$ cat config.mk
export PLATFORM = sky130hd
export DESIGN_NAME = id_ex_reg
export DESIGN_NICKNAME = d
export VERILOG_FILES = /design/src/rtl/id_ex_reg.sv
export SDC_FILE = /design/constraint.sdc
export NUM_CORES = 1
export LEC_CHECK = 0
export ABC_AREA = 1
export CAP_MARGIN = 10
export CORE_MARGIN = 3
export CORE_UTILIZATION = 45
export DETAILED_ROUTE_END_ITERATION = 12
export HOLD_SLACK_MARGIN = 0.02
export PLACE_DENSITY_LB_ADDON = 0.08
export SLEW_MARGIN = 20
export SYNTH_ARGS = -nofsm -noshare
export SYNTH_HDL_FRONTEND = slang
export SYNTH_SLANG_ARGS = --single-unit
$ cat constraint.sdc
create_clock -name i_clk -period 15.4 [get_ports i_clk]
set_input_delay 4.62 -clock i_clk [delete_from_list [all_inputs] [get_ports i_clk]]
set_output_delay 4.62 -clock i_clk [all_outputs]
set_load 0.01 [all_outputs]
$ cat src/rtl/id_ex_reg.sv
// -----------------------------------------------------------------------------
// id_ex_reg
//
// ID/EX pipeline register of the 5-stage MIPS core, with the load-use hazard
// detector and a saturating bubble counter for the debug unit.
//
// The register captures the decoded control bundle and the ID operands, then
// presents them to EX one cycle later. When the instruction now in EX is a
// load whose destination feeds the instruction in ID, o_load_use_stall rises
// combinationally. Upstream logic then holds PC and IF/ID, and this stage
// loads a bubble on the next edge.
//
// Edge priority: halt (hold everything) > flush (bubble) > load-use (bubble)
// > normal load. Reset is asynchronous and overrides halt.
//
// Ports
//   i_clk, i_reset          clock (rising edge), async active-high reset
//   i_halt                  debug freeze: every register holds
//   i_flush                 control transfer taken in ID: squash incoming
//   i_valid                 IF/ID holds a real instruction
//   i_uses_rs, i_uses_rt    incoming instruction reads rs / rt
//   i_reg_dst .. i_reg_write, i_alu_op, i_branch_type
//                           control bundle from the decoder
//   i_opcode, i_funct       raw fields for EX ALU control and MEM access width
//   i_rs, i_rt, i_rd        register specifiers (rd = 31 already for JAL/JALR)
//   i_pc_plus4, i_rs_data, i_rt_data, i_imm
//                           operands
//   o_*                     registered copies presented to EX
//   o_write_reg             registered destination (i_reg_dst ? i_rd : i_rt)
//   o_load_use_stall        combinational: hold PC and IF/ID this cycle
//   o_bubble_count          saturating count of bubbles inserted since reset
// -----------------------------------------------------------------------------
module id_ex_reg #(
    parameter int DATA_W  = 32,
    parameter int COUNT_W = 16
) (
    input  logic               i_clk,
    input  logic               i_reset,
    input  logic               i_halt,
    input  logic               i_flush,
    input  logic               i_valid,
    input  logic               i_uses_rs,
    input  logic               i_uses_rt,
    input  logic               i_reg_dst,
    input  logic               i_alu_src,
    input  logic               i_mem_read,
    input  logic               i_mem_write,
    input  logic               i_mem_to_reg,
    input  logic               i_reg_write,
    input  logic [2:0]         i_alu_op,
    input  logic [2:0]         i_branch_type,
    input  logic [5:0]         i_opcode,
    input  logic [5:0]         i_funct,
    input  logic [4:0]         i_rs,
    input  logic [4:0]         i_rt,
    input  logic [4:0]         i_rd,
    input  logic [DATA_W-1:0]  i_pc_plus4,
    input  logic [DATA_W-1:0]  i_rs_data,
    input  logic [DATA_W-1:0]  i_rt_data,
    input  logic [DATA_W-1:0]  i_imm,
    output logic               o_valid,
    output logic               o_reg_dst,
    output logic               o_alu_src,
    output logic               o_mem_read,
    output logic               o_mem_write,
    output logic               o_mem_to_reg,
    output logic               o_reg_write,
    output logic [2:0]         o_alu_op,
    output logic [2:0]         o_branch_type,
    output logic [5:0]         o_opcode,
    output logic [5:0]         o_funct,
    output logic [4:0]         o_rs,
    output logic [4:0]         o_rt,
    output logic [4:0]         o_write_reg,
    output logic [DATA_W-1:0]  o_pc_plus4,
    output logic [DATA_W-1:0]  o_rs_data,
    output logic [DATA_W-1:0]  o_rt_data,
    output logic [DATA_W-1:0]  o_imm,
    output logic               o_load_use_stall,
    output logic [COUNT_W-1:0] o_bubble_count
);

    // Everything EX sees, held as one record. An all-zero record is a
    // bubble: invalid, no memory access, no register write, no branch.
    typedef struct packed {
        logic              valid;
        logic              reg_dst;
        logic              alu_src;
        logic              mem_read;
        logic              mem_write;
        logic              mem_to_reg;
        logic              reg_write;
        logic [2:0]        alu_op;
        logic [2:0]        branch_type;
        logic [5:0]        opcode;
        logic [5:0]        funct;
        logic [4:0]        rs;
        logic [4:0]        rt;
        logic [4:0]        write_reg;
        logic [DATA_W-1:0] pc_plus4;
        logic [DATA_W-1:0] rs_data;
        logic [DATA_W-1:0] rt_data;
        logic [DATA_W-1:0] imm;
    } ex_stage_t;

    ex_stage_t          r_stage;
    ex_stage_t          w_next_stage;
    logic [COUNT_W-1:0] r_bubble_count;
    logic               w_rs_hit;
    logic               w_rt_hit;
    logic               w_load_use;
    logic               w_insert_bubble;
    logic               w_count_saturated;

    // ------------------------------------------------------------------
    // Load-use hazard: the load in EX writes a register that the
    // instruction in ID actually reads. $0 is never a real dependency.
    // Deliberately not gated by halt or flush; upstream resolves priority.
    // ------------------------------------------------------------------
    assign w_rs_hit   = i_uses_rs && (r_stage.write_reg == i_rs);
    assign w_rt_hit   = i_uses_rt && (r_stage.write_reg == i_rt);
    assign w_load_use = r_stage.valid && r_stage.mem_read &&
                        (r_stage.write_reg != 5'd0) && i_valid &&
                        (w_rs_hit || w_rt_hit);

    // Flush and hazard collapse into a single bubble (and a single count).
    assign w_insert_bubble   = i_flush || w_load_use;
    assign w_count_saturated = &r_bubble_count;

    // ------------------------------------------------------------------
    // Next stage contents: either the incoming instruction or a bubble.
    // ------------------------------------------------------------------
    always_comb begin
        // NOTE: the whole record is defaulted to the bubble value before any
        // condition, so every field is assigned on every path and no latch
        // can be inferred.
        w_next_stage = '0;
        if (!w_insert_bubble) begin
            w_next_stage.valid       = i_valid;
            w_next_stage.reg_dst     = i_reg_dst;
            w_next_stage.alu_src     = i_alu_src;
            w_next_stage.mem_read    = i_mem_read;
            w_next_stage.mem_write   = i_mem_write;
            w_next_stage.mem_to_reg  = i_mem_to_reg;
            w_next_stage.reg_write   = i_reg_write;
            w_next_stage.alu_op      = i_alu_op;
            w_next_stage.branch_type = i_branch_type;
            w_next_stage.opcode      = i_opcode;
            w_next_stage.funct       = i_funct;
            w_next_stage.rs          = i_rs;
            w_next_stage.rt          = i_rt;
            // Destination is resolved here so EX/MEM/WB and the hazard
            // check above only ever compare one 5-bit field.
            w_next_stage.write_reg   = i_reg_dst ? i_rd : i_rt;
            w_next_stage.pc_plus4    = i_pc_plus4;
            w_next_stage.rs_data     = i_rs_data;
            w_next_stage.rt_data     = i_rt_data;
            w_next_stage.imm         = i_imm;
        end
    end

    // ------------------------------------------------------------------
    // Stage register and bubble counter.
    // ------------------------------------------------------------------
    // NOTE: non-blocking assignments for all state, so every register
    // samples values from before the edge regardless of statement order.
    // NOTE: the datapath fields are reset too, not just the valid bit; EX
    // and the debug unit observe them directly and must see a deterministic
    // bubble straight out of reset.
    always_ff @(posedge i_clk or posedge i_reset) begin
        if (i_reset) begin
            r_stage        <= '0;
            r_bubble_count <= '0;
        end else if (!i_halt) begin
            r_stage <= w_next_stage;
            if (w_insert_bubble && !w_count_saturated) begin
                r_bubble_count <= r_bubble_count + COUNT_W'(1);
            end
        end
    end

    // ------------------------------------------------------------------
    // Outputs.
    // ------------------------------------------------------------------
    assign o_valid          = r_stage.valid;
    assign o_reg_dst        = r_stage.reg_dst;
    assign o_alu_src        = r_stage.alu_src;
    assign o_mem_read       = r_stage.mem_read;
    assign o_mem_write      = r_stage.mem_write;
    assign o_mem_to_reg     = r_stage.mem_to_reg;
    assign o_reg_write      = r_stage.reg_write;
    assign o_alu_op         = r_stage.alu_op;
    assign o_branch_type    = r_stage.branch_type;
    assign o_opcode         = r_stage.opcode;
    assign o_funct          = r_stage.funct;
    assign o_rs             = r_stage.rs;
    assign o_rt             = r_stage.rt;
    assign o_write_reg      = r_stage.write_reg;
    assign o_pc_plus4       = r_stage.pc_plus4;
    assign o_rs_data        = r_stage.rs_data;
    assign o_rt_data        = r_stage.rt_data;
    assign o_imm            = r_stage.imm;
    assign o_load_use_stall = w_load_use;
    assign o_bubble_count   = r_bubble_count;

endmodule

Yosys cells after proc, flatten, opt, wreduce, memory -nomap -nowiden
Index checks and enable logic that the tools add are counted.
- flip-flop bits (word level): 184
- bits of input ports: 174
- logic and storage cells: 38
- bitwise logic cells: 1
- equal/unequal tests: 2
- reductions and logical operators: 13
- mux-type cells: 2
- $add $sub $neg: 1
- operators with widths (operator ; count):
    $mux W168 ; 1
    $add A16 B1 Y16 const B ; 1
    $reduce_and A16 Y1 ; 1
    $eq A5 B5 Y1 ; 2
    $logic_and A1 B1 Y1 ; 7
    $mux W5 ; 1
    $reduce_bool A5 Y1 ; 1
    $logic_or A1 B1 Y1 ; 2
    $reduce_and A2 Y1 ; 1
    $logic_not A1 Y1 ; 1
    $not A1 Y1 ; 1

Depth between registers and ports, before layout
Gate-level depths: netlist of run 1.
- word-level depth: 7
- gate-level depth with buffers: 13

Least setup slack after synthesis of run 1
Ideal clock, no wire load.
- path type: input to output
- start: input i_rt[1]
- end: output o_load_use_stall
- buffers on the path: 0
- required time: 10.780 ns
- arrival time: 5.140 ns
- cell stages on the path: 8
- setup slack: 5.640 ns
- cell sequence: inv_1 > nand2_1 > nand2_1 > nor2_1 > nand3_1 > nand2_1 > nand2_2 > inv_1
- cells in the longest elaborated chain, start to end: 4
- RTL lines (element ; line ; text):
    start: declaration ; 55 ; input logic [4:0] i_rt,
    $eq A5 B5 Y1 ; 121 ; assign w_rt_hit = i_uses_rt && (r_stage.write_reg == i_rt);
    $logic_and A1 B1 Y1 ; 121 ;
    $logic_or A1 B1 Y1 ; 124 ; (w_rs_hit || w_rt_hit);
    $logic_and A1 B1 Y1 ; 123 ; (r_stage.write_reg != 5'd0) && i_valid &&
    end: declaration ; 79 ; output logic o_load_use_stall,
No other way between the ends.

Worst setup path after layout of run 1
- start: input i_rt[3]
- end: output o_load_use_stall
Same word-level chain as after synthesis.

==> impl_metrics.ini, run 1 <==
[finish]
seq_area_um2 = 4600
multiInputGateArea_um2 = 2860
drive_gt1_share_pct = 3.65
final_util_pct = 71.5
num-nets-final = 1424
n_antenna_cell = 0
syn_to_final_growth_pct = 53.4
fillers = 1389

[synthesis]
synth-edff-count = 0
ys_warn_count = 0
ys_seq_area_share_pct = 58.7
syn-num-nets = 1102
syn_inst = 927
postSynthAreaPerCell_um2 = 8.46
syn_area_um2 = 7840
async_reset_ff_share_pct = 100
synth_top_flop_cell = dfrtp_1
synth.distinct_cells = 24
synth_seq_cells = 184

[critical_path]
crit_start = i_rt[3]
r2r_slack_ns = 12.20
cp-end-kind = primary output
worst-setup-path-type = in -> out
endpoint = o_load_use_stall
required_ns = 10.78
crit_path_max_fanout = 6
r2r_cells = 12
arrival_ns = 6.34
worstReg2RegStart = o_write_reg[1]
start_kind = input pin
r2r-end = o_bubble_count[11]

[die]
pin_count = 359
die_area_um2 = 19000
rows = 47
die_h_um = 138
core_um2 = 16800
die_x_um = 138
initial_core_util_pct = 46.6

[clocking]
path_clk_slew_ns = 0.06
clockRootBuffer = clkbuf_16
cts_sinks = 184
clk_latency_ns = 0.43
cts_tree = yes
clockBufferDepth = 2
cts_resized = 0
holdBufCountCts = 0
cts_setup_buffers = 0
htreeDepth = 4
cts_buffers = 17

[outcome]
run_status = finished clean

[global_routing]
overflow = 0
antenna_found_initial = 2
grt_max_degree = 115
grt_usage_pct = 26.0
grt_pass1_vias = 6984
grt_pass1_wl_mm = 38.3

[sta]
tightest_slew_ns = 0.969
setup_viol = 0
setup_ws_ns = 4.44
fin_setup_tns_ns = 0
slew_violations = 0
hold_viol = 0
max_freq_mhz = 91.2
fin_crit_ns = 10.96
max_slew_margin_pct = 35.4
skew_ns = 0.0111
post-route-period-util_pct = 71.2
rsz0062_at_grt = false

[place]
dp_slack_ns = 4.45
gp_congestion = 0.853
hpwl_mm = 17.7
io_buffers = 358

[routing]
drt_first_pass_iters = 5
routed_wl_mm = 25.7
wire_per_inst_um = 17.3
viasPerCell = 5.05
final_antenna_net_count = 0
drc = 0
drt_iter0_drc = 465
vias = 7491

[min_path]
hold_path.class = reg -> reg
min_path_cells = 2

[power_and_ir_drop]
p_leak_nw = 5.38
peakVddDrop_uv = 75.3
finalPower_mw = 1.19
power_density_nw_per_um2 = 98.9

[run]
max-cap-violations = 0
-- cell usage in the layout (no fill, tap or decap), drive strengths merged, types with 9 or more instances in the layout --
cell,instances
nand4,21
clkbuf,21
clkdlybuf4s50,357
nor2,27
inv,34
nand3,14
nand2,407
o22ai,9
dfrtp,184
o21ai,161
-- layout make-up --
type                    count  area share (%)
well taps                 220            2.29
inverters                  31            1.07
multi-input cells         652            23.7
repair buffers            363            30.1
clock inverters            11           0.760
flip-flops and latches    184            38.3
clock buffers              21            3.75
-- metal layers --
layer / track usage [%] / vias up / wire, um
met5: 0 / - / 25
met4: 9.11 / 4 / 675
met3: 9.11 / 39 / 2360
met2: 42.7 / 270 / 12900
met1: 32.1 / 3556 / 9720
li1: - / 3622 / -
-- worst min path at each step --
stage / end / start / slack (ns)
3_5_place_dp: o_rt[0] / o_rt[0] / 0.47
3_3_place_gp: o_rt[3] / o_rt[3] / 0.46
6_report: o_rt[3] / o_rt[3] / 0.48
5_1_grt: o_rs_data[31] / o_rs_data[31] / 0.50
2_1_floorplan: o_rt[0] / o_rt[0] / 0.52
4_1_cts: o_rt[4] / o_rt[4] / 0.49
-- Yosys cell counts, types with 2 or more instances --
| cell type | n | area, um^2 |
|---|---|---|
| nand2_1 | 404 | 1520 |
| dfrtp_1 | 184 | 4600 |
| o21ai_0 | 161 | 806 |
| clkbuf_1 | 33 | 124 |
| inv_1 | 28 | 105 |
| nor2_1 | 25 | 93.8 |
| nand4_1 | 20 | 125 |
| buf_2 | 19 | 95.1 |
| nand3_1 | 13 | 65.1 |
| o22ai_1 | 9 | 56.3 |
| xor2_1 | 6 | 52.6 |
| buf_1 | 4 | 15.0 |
| buf_4 | 3 | 22.5 |
| inv_2 | 3 | 11.3 |
| nand2_2 | 3 | 18.8 |
| xnor2_1 | 3 | 26.3 |
| nand3b_1 | 2 | 15.0 |
-- report_power, final --
group	switching, mW	internal (mW)
Sequential	0.0264	0.522
Combinational	0.108	0.128
Clock	0.192	0.213
Total	0.326	0.863
-- critical path, cell delays in order --
cell             delay (ns)
clkdlybuf4s50_1        0.49
inv_1                  0.06
nand2_1                0.05
nand2_1                0.05
nor2_1                 0.12
nand3_1                0.10
nand2_1                0.11
nand2_2                0.11
inv_1                  0.07
clkdlybuf4s50_1        0.57
-- logic make-up after synthesis --
kind of cell               after synthesis  share of synthesized area (%)
AOI/OAI and AO/OA                      170                           11.0
xor gates and xnor gates                 9                           1.01
adders and majority gates                1                          0.160
buffers and inverters                   91                           4.90
DFF                                    184                           58.7
and+or+nand+nor                        472                           24.2
-- stage by stage --
stage,hold WS (ns),instances,cell area (um^2)
2_1_floorplan,0.516,927,7840
3_3_place_gp,0.462,1450,11500
3_5_place_dp,0.469,1450,11500
4_1_cts,0.486,1482,12000
5_1_grt,0.504,1482,12000
6_report,0.482,1482,12000
Note: power is estimated with default switching activity, not from simulation.
==> run 2, diff against run 1 <==
--- a/config.mk
+++ b/config.mk
@@ -8,7 +8,7 @@
 export ABC_AREA = 1
 export CAP_MARGIN = 10
 export CORE_MARGIN = 3
-export CORE_UTILIZATION = 45
+export CORE_UTILIZATION = 42
 export DETAILED_ROUTE_END_ITERATION = 12
 export HOLD_SLACK_MARGIN = 0.02
 export PLACE_DENSITY_LB_ADDON = 0.08
==> constraint.sdc (replaced) <==
create_clock -name i_clk -period 11.2 [get_ports i_clk]
set_input_delay 3.36 -clock i_clk [delete_from_list [all_inputs] [get_ports i_clk]]
set_output_delay 3.36 -clock i_clk [all_outputs]
set_load 0.01 [all_outputs]
==> run 2 against run 1 <==
Against the previous run: cell area rose by 0.68%; critical path type unchanged; clock power rose by 54%; worst hold slack improved by 0.0012 ns; combinational power rose by 39%.
==> impl_metrics.ini, run 2 (synthesis gave the netlist of run 1 again) <==
[place]
io_buffers = 358
hpwl_mm = 17.7
gp_congestion = 0.850
dp_slack_ns = 2.68

[clocking]
htreeDepth = 4
cts_tree = yes
cts_setup_buffers = 0
holdBufCountCts = 0
clk_latency_ns = 0.43
cts_buffers = 17
cts_resized = 0
clockBufferDepth = 2
cts_sinks = 184
path_clk_slew_ns = 0.07
clockRootBuffer = clkbuf_16

[routing]
wire_per_inst_um = 17.4
routed_wl_mm = 26.0
viasPerCell = 5.00
drt_iter0_drc = 430
drc = 0
drt_first_pass_iters = 7
vias = 7455
final_antenna_net_count = 0

[global_routing]
overflow = 0
antenna_found_initial = 3
grt_max_degree = 109
grt_usage_pct = 24.8
grt_pass1_wl_mm = 39.6
grt_pass1_vias = 7019

[finish]
syn_to_final_growth_pct = 54.4
drive_gt1_share_pct = 3.81
final_cell_mix = 404 x nand2_1, 357 x clkdlybuf4s50_1, 184 x dfrtp_1
num-nets-final = 1423
final_common_cell = nand2_1

[critical_path]
required_ns = 7.84
cp-end-kind = primary output
start_kind = input pin
worst-setup-path-type = in -> out
arrival_ns = 5.17
crit_path_max_fanout = 6

[sta]
rsz0062_at_grt = false
fin_setup_tns_ns = 0
max_slew_margin_pct = 28.2
tightest_slew_ns = 1.08
max_freq_mhz = 117
setup_ws_ns = 2.67
hold_viol = 0
post-route-period-util_pct = 76.2
setup_viol = 0
fin_crit_ns = 8.53
skew_ns = 0.0116
slew_violations = 0

[power_and_ir_drop]
power_density_nw_per_um2 = 141
peakVddDrop_uv = 105
p_leak_nw = 5.43

[die]
die_x_um = 143
rows = 49
core_um2 = 18100
die_area_um2 = 20300
initial_core_util_pct = 43.2
die_h_um = 143
pin_count = 359

[outcome]
run_status = finished clean

[min_path]
hold_path.class = reg -> reg

[run]
max-cap-violations = 0
-- run 2: worst max-delay path, stage by stage --
cell and delay, ns:
clkdlybuf4s50_1 0.47, inv_1 0.05, nand2_1 0.05, nand2_1 0.08
nor2_1 0.11, nand3_1 0.15, nand2_1 0.14, nand2_2 0.11
inv_1 0.07, clkdlybuf4s50_1 0.57
-- run 2: where the power goes --
group	total, mW	leakage (nW)	switching [mW]	internal [mW]
registers	0.754	2.40	0.0368	0.718
clock network	0.625	0.298	0.276	0.348
logic	0.326	2.73	0.150	0.176
-- run 2: area by class of cell --
| cell class | instances | area (um^2) |
|---|---|---|
| Clock buffer | 19 | 453 |
| Tap cell | 229 | 287 |
| Inverter | 31 | 129 |
| Multi-Input combinational cell | 652 | 2860 |
| Antenna cell | 2 | 5.00 |
| Timing Repair Buffer | 362 | 3610 |
| Sequential cell | 184 | 4600 |
| Fill cell | 1578 | 6040 |
| Clock inverter | 13 | 158 |
-- run 2: through the flow --
step                      util, %  cell area [um^2]  instances  hold slack (ns)  power (mW)
after floorplan                 -              7840        927            0.516       0.884
after detailed placement     63.3             11500       1458            0.471        1.09
after global routing         66.7             12100       1491            0.498        1.78
final                        66.7             12100       1492            0.483        1.71
after global placement       63.3             11500       1458            0.465        1.09
after CTS                    66.7             12100       1490            0.489        1.72
-- run 2: per-layer routing --
layer	vias up	part of all wire, %	track usage (%)
met3	43	7.3	6.46
met4	4	2.8	9.95
met1	3530	41	32.7
met5	-	0.089	0
li1	3611	-	-
met2	267	49	39.3
-- run 2: final timing paths --
| kind | startpoint | endpoint | slack [ns] | depth (start not counted) |
|---|---|---|---|---|
| setup reg to reg | o_write_reg[1] | o_rs_data[8] | 8.08 | 10 |
| min in group asynchronous | i_reset | o_rs_data[0] | 3.48 | 2 |
| setup / recovery | i_rt[0] | o_load_use_stall | 2.67 | 10 |
| hold reg to reg | o_imm[16] | o_imm[16] | 0.48 | 2 |
| hold / removal | o_imm[16] | o_imm[16] | 0.48 | 2 |
| max in group asynchronous | i_reset | o_pc_plus4[29] | 6.18 | 3 |
==> run 3, diff against run 2 <==
==> constraint.sdc (replaced) <==
create_clock -name i_clk -period 8.63 [get_ports i_clk]
set_input_delay 2.589 -clock i_clk [delete_from_list [all_inputs] [get_ports i_clk]]
set_output_delay 2.589 -clock i_clk [all_outputs]
set_load 0.01 [all_outputs]
==> run 3 against run 2 <==
Against the previous run: non-clock buffer count unchanged; via count hardly changed; critical path type unchanged; count of clock-buffer cells in the layout is 1 higher; cell count down 0.13%; highest routed layer unchanged; sequential power is 30% higher; clock skew decreased by 0.0010 ns; worst hold slack got worse by 0.0048 ns.
==> impl_metrics.ini, run 3 (synthesis gave the netlist of run 1 again) <==
[global_routing]
antenna_found_initial = 2
grt_pass1_wl_mm = 39.8
overflow = 0
top_usage_layer = met2
grt_usage_pct = 24.9
grt_max_degree = 105
grt_pass1_vias = 7117
use_met1_pct = 33.0
grt.met3_usage_pct = 6.13
use_met2_pct = 39.6

[sta]
hold_viol = 0
fin_setup_tns_ns = 0
slew_violations = 0
max_freq_mhz = 144
rsz0062_at_grt = false
tightest_slew_ns = 0.959
post-route-period-util_pct = 80.6
skew_ns = 0.0106
max_slew_margin_pct = 36.1
setup_viol = 0
setup_ws_ns = 1.68
fin_crit_ns = 6.95

[critical_path]
r2r-end = o_rs_data[7]
r2r_cells = 10
worstReg2RegStart = o_write_reg[4]
crit_start = i_rt[0]
cp-end-kind = primary output
start_kind = input pin
crit_path_max_fanout = 6
arrival_ns = 4.36
r2r_slack_ns = 5.53
worst-setup-path-type = in -> out
endpoint = o_load_use_stall
required_ns = 6.04

[power_and_ir_drop]
p_clk_share_pct = 35.7
power.net_switching_mw = 0.590
power_density_nw_per_um2 = 181
comb_power_share_pct = 19.4
p_leak_nw = 5.41
p_sw_share_pct = 27.0
p_seq_share_pct = 44.9
peakVddDrop_uv = 138
intPower_mw = 1.59

[outcome]
run_status = finished clean

[routing]
vias = 7461
wire_per_inst_um = 17.6
drt_first_pass_iters = 5
final_antenna_net_count = 0
drc = 0
viasPerCell = 5.01
routed_wl_mm = 26.2
drt_iter0_drc = 465

[die]
die_area_um2 = 20300
die_h_um = 143
initial_core_util_pct = 43.2
core_um2 = 18100
rows = 49
die_x_um = 143
pin_count = 359

[finish]
final_area_um2 = 12100
syn_to_final_growth_pct = 54.0
n_antenna_cell = 0
num-nets-final = 1423
final_cell_mix = 404 x nand2_1, 357 x clkdlybuf4s50_1, 184 x dfrtp_1
final_common_cell = nand2_1
final_util_pct = 66.5
fin_cells = 1490
fillers = 1572
drive_gt1_share_pct = 3.57

[clocking]
cts_sinks = 184
holdBufCountCts = 0
cts_buffers = 17
cts_tree = yes
cts_setup_buffers = 0
htreeDepth = 4
clockRootBuffer = clkbuf_16
clk_latency_ns = 0.42
path_clk_slew_ns = 0.06
cts_resized = 0
clockBufferDepth = 2

[place]
gp_congestion = 0.828
io_buffers = 358
hpwl_mm = 17.6
placed_cell_area_um2 = 11500
placedCellCount = 1458
dp_slack_ns = 1.67

[min_path]
min_path_cells = 2
hold_path.class = reg -> reg

[run]
max-cap-violations = 0
[run 3: cell count changes in the layout (fill, tap and decap cells not counted)]
| cell | previous run | this run |
|---|---|---|
| buf_4 | 4 | 3 |
| buf_6 | 1 | 2 |
| clkbuf_1 | 0 | 3 |
| clkbuf_8 | 2 | 0 |
| clkinv_2 | 0 | 1 |
| clkinv_4 | 3 | 4 |
| diode_2 | 2 | 0 |
| inv_6 | 7 | 5 |
| inv_8 | 2 | 1 |
[run 3: layout make-up]
type	count	area, um^2	area share [%]
repair buffers	362	3620	30.0
flip-flops and latches	184	4600	38.1
well taps	229	287	2.37
clock inverters	12	143	1.18
multi-input cells	652	2860	23.7
inverters	31	129	1.07
clock buffers	20	437	3.62
[run 3: through the flow]
stage | hold WS, ns | power [mW]
after floorplan | 0.516 | 1.15
after global placement | 0.465 | 1.42
after detailed placement | 0.467 | 1.42
after CTS | 0.483 | 2.20
after global routing | 0.503 | 2.28
final | 0.478 | 2.18
[run 3: worst max-delay path, cell delays in order]
cell             delay [ns]
clkdlybuf4s50_1        0.48
inv_1                  0.05
nand2_1                0.05
nand2_1                0.08
nor2_1                 0.10
nand3_1                0.13
nand2_1                0.13
nand2_2                0.11
inv_1                  0.07
clkdlybuf4s50_1        0.57
[run 3: per-layer routing]
layer	vias to the layer above	wire length, um	share of wire [%]
met5	-	23	0.088
met2	293	12500	47
met4	4	966	3.7
met3	56	2030	7.7
met1	3495	10800	41
li1	3613	-	-
[run 3: worst min-delay path by stage]
stage	start	to	slack [ns]
2_1_floorplan	o_rt[0]	o_rt[0]	0.52
3_3_place_gp	o_rs[0]	o_rs[0]	0.46
3_5_place_dp	o_rt[3]	o_rt[3]	0.47
4_1_cts	o_rt[3]	o_rt[3]	0.48
5_1_grt	o_funct[4]	o_funct[4]	0.50
6_report	o_rs[0]	o_rs[0]	0.48
[run 3: power by group through the flow]
stage / registers [mW] / logic, mW / clock network, mW
after floorplan: 1.02 / 0.124 / 0
after global placement: 0.993 / 0.423 / 0
after detailed placement: 0.994 / 0.427 / 0
after CTS: 0.979 / 0.429 / 0.795
after global routing: 0.988 / 0.460 / 0.832
final: 0.979 / 0.423 / 0.780
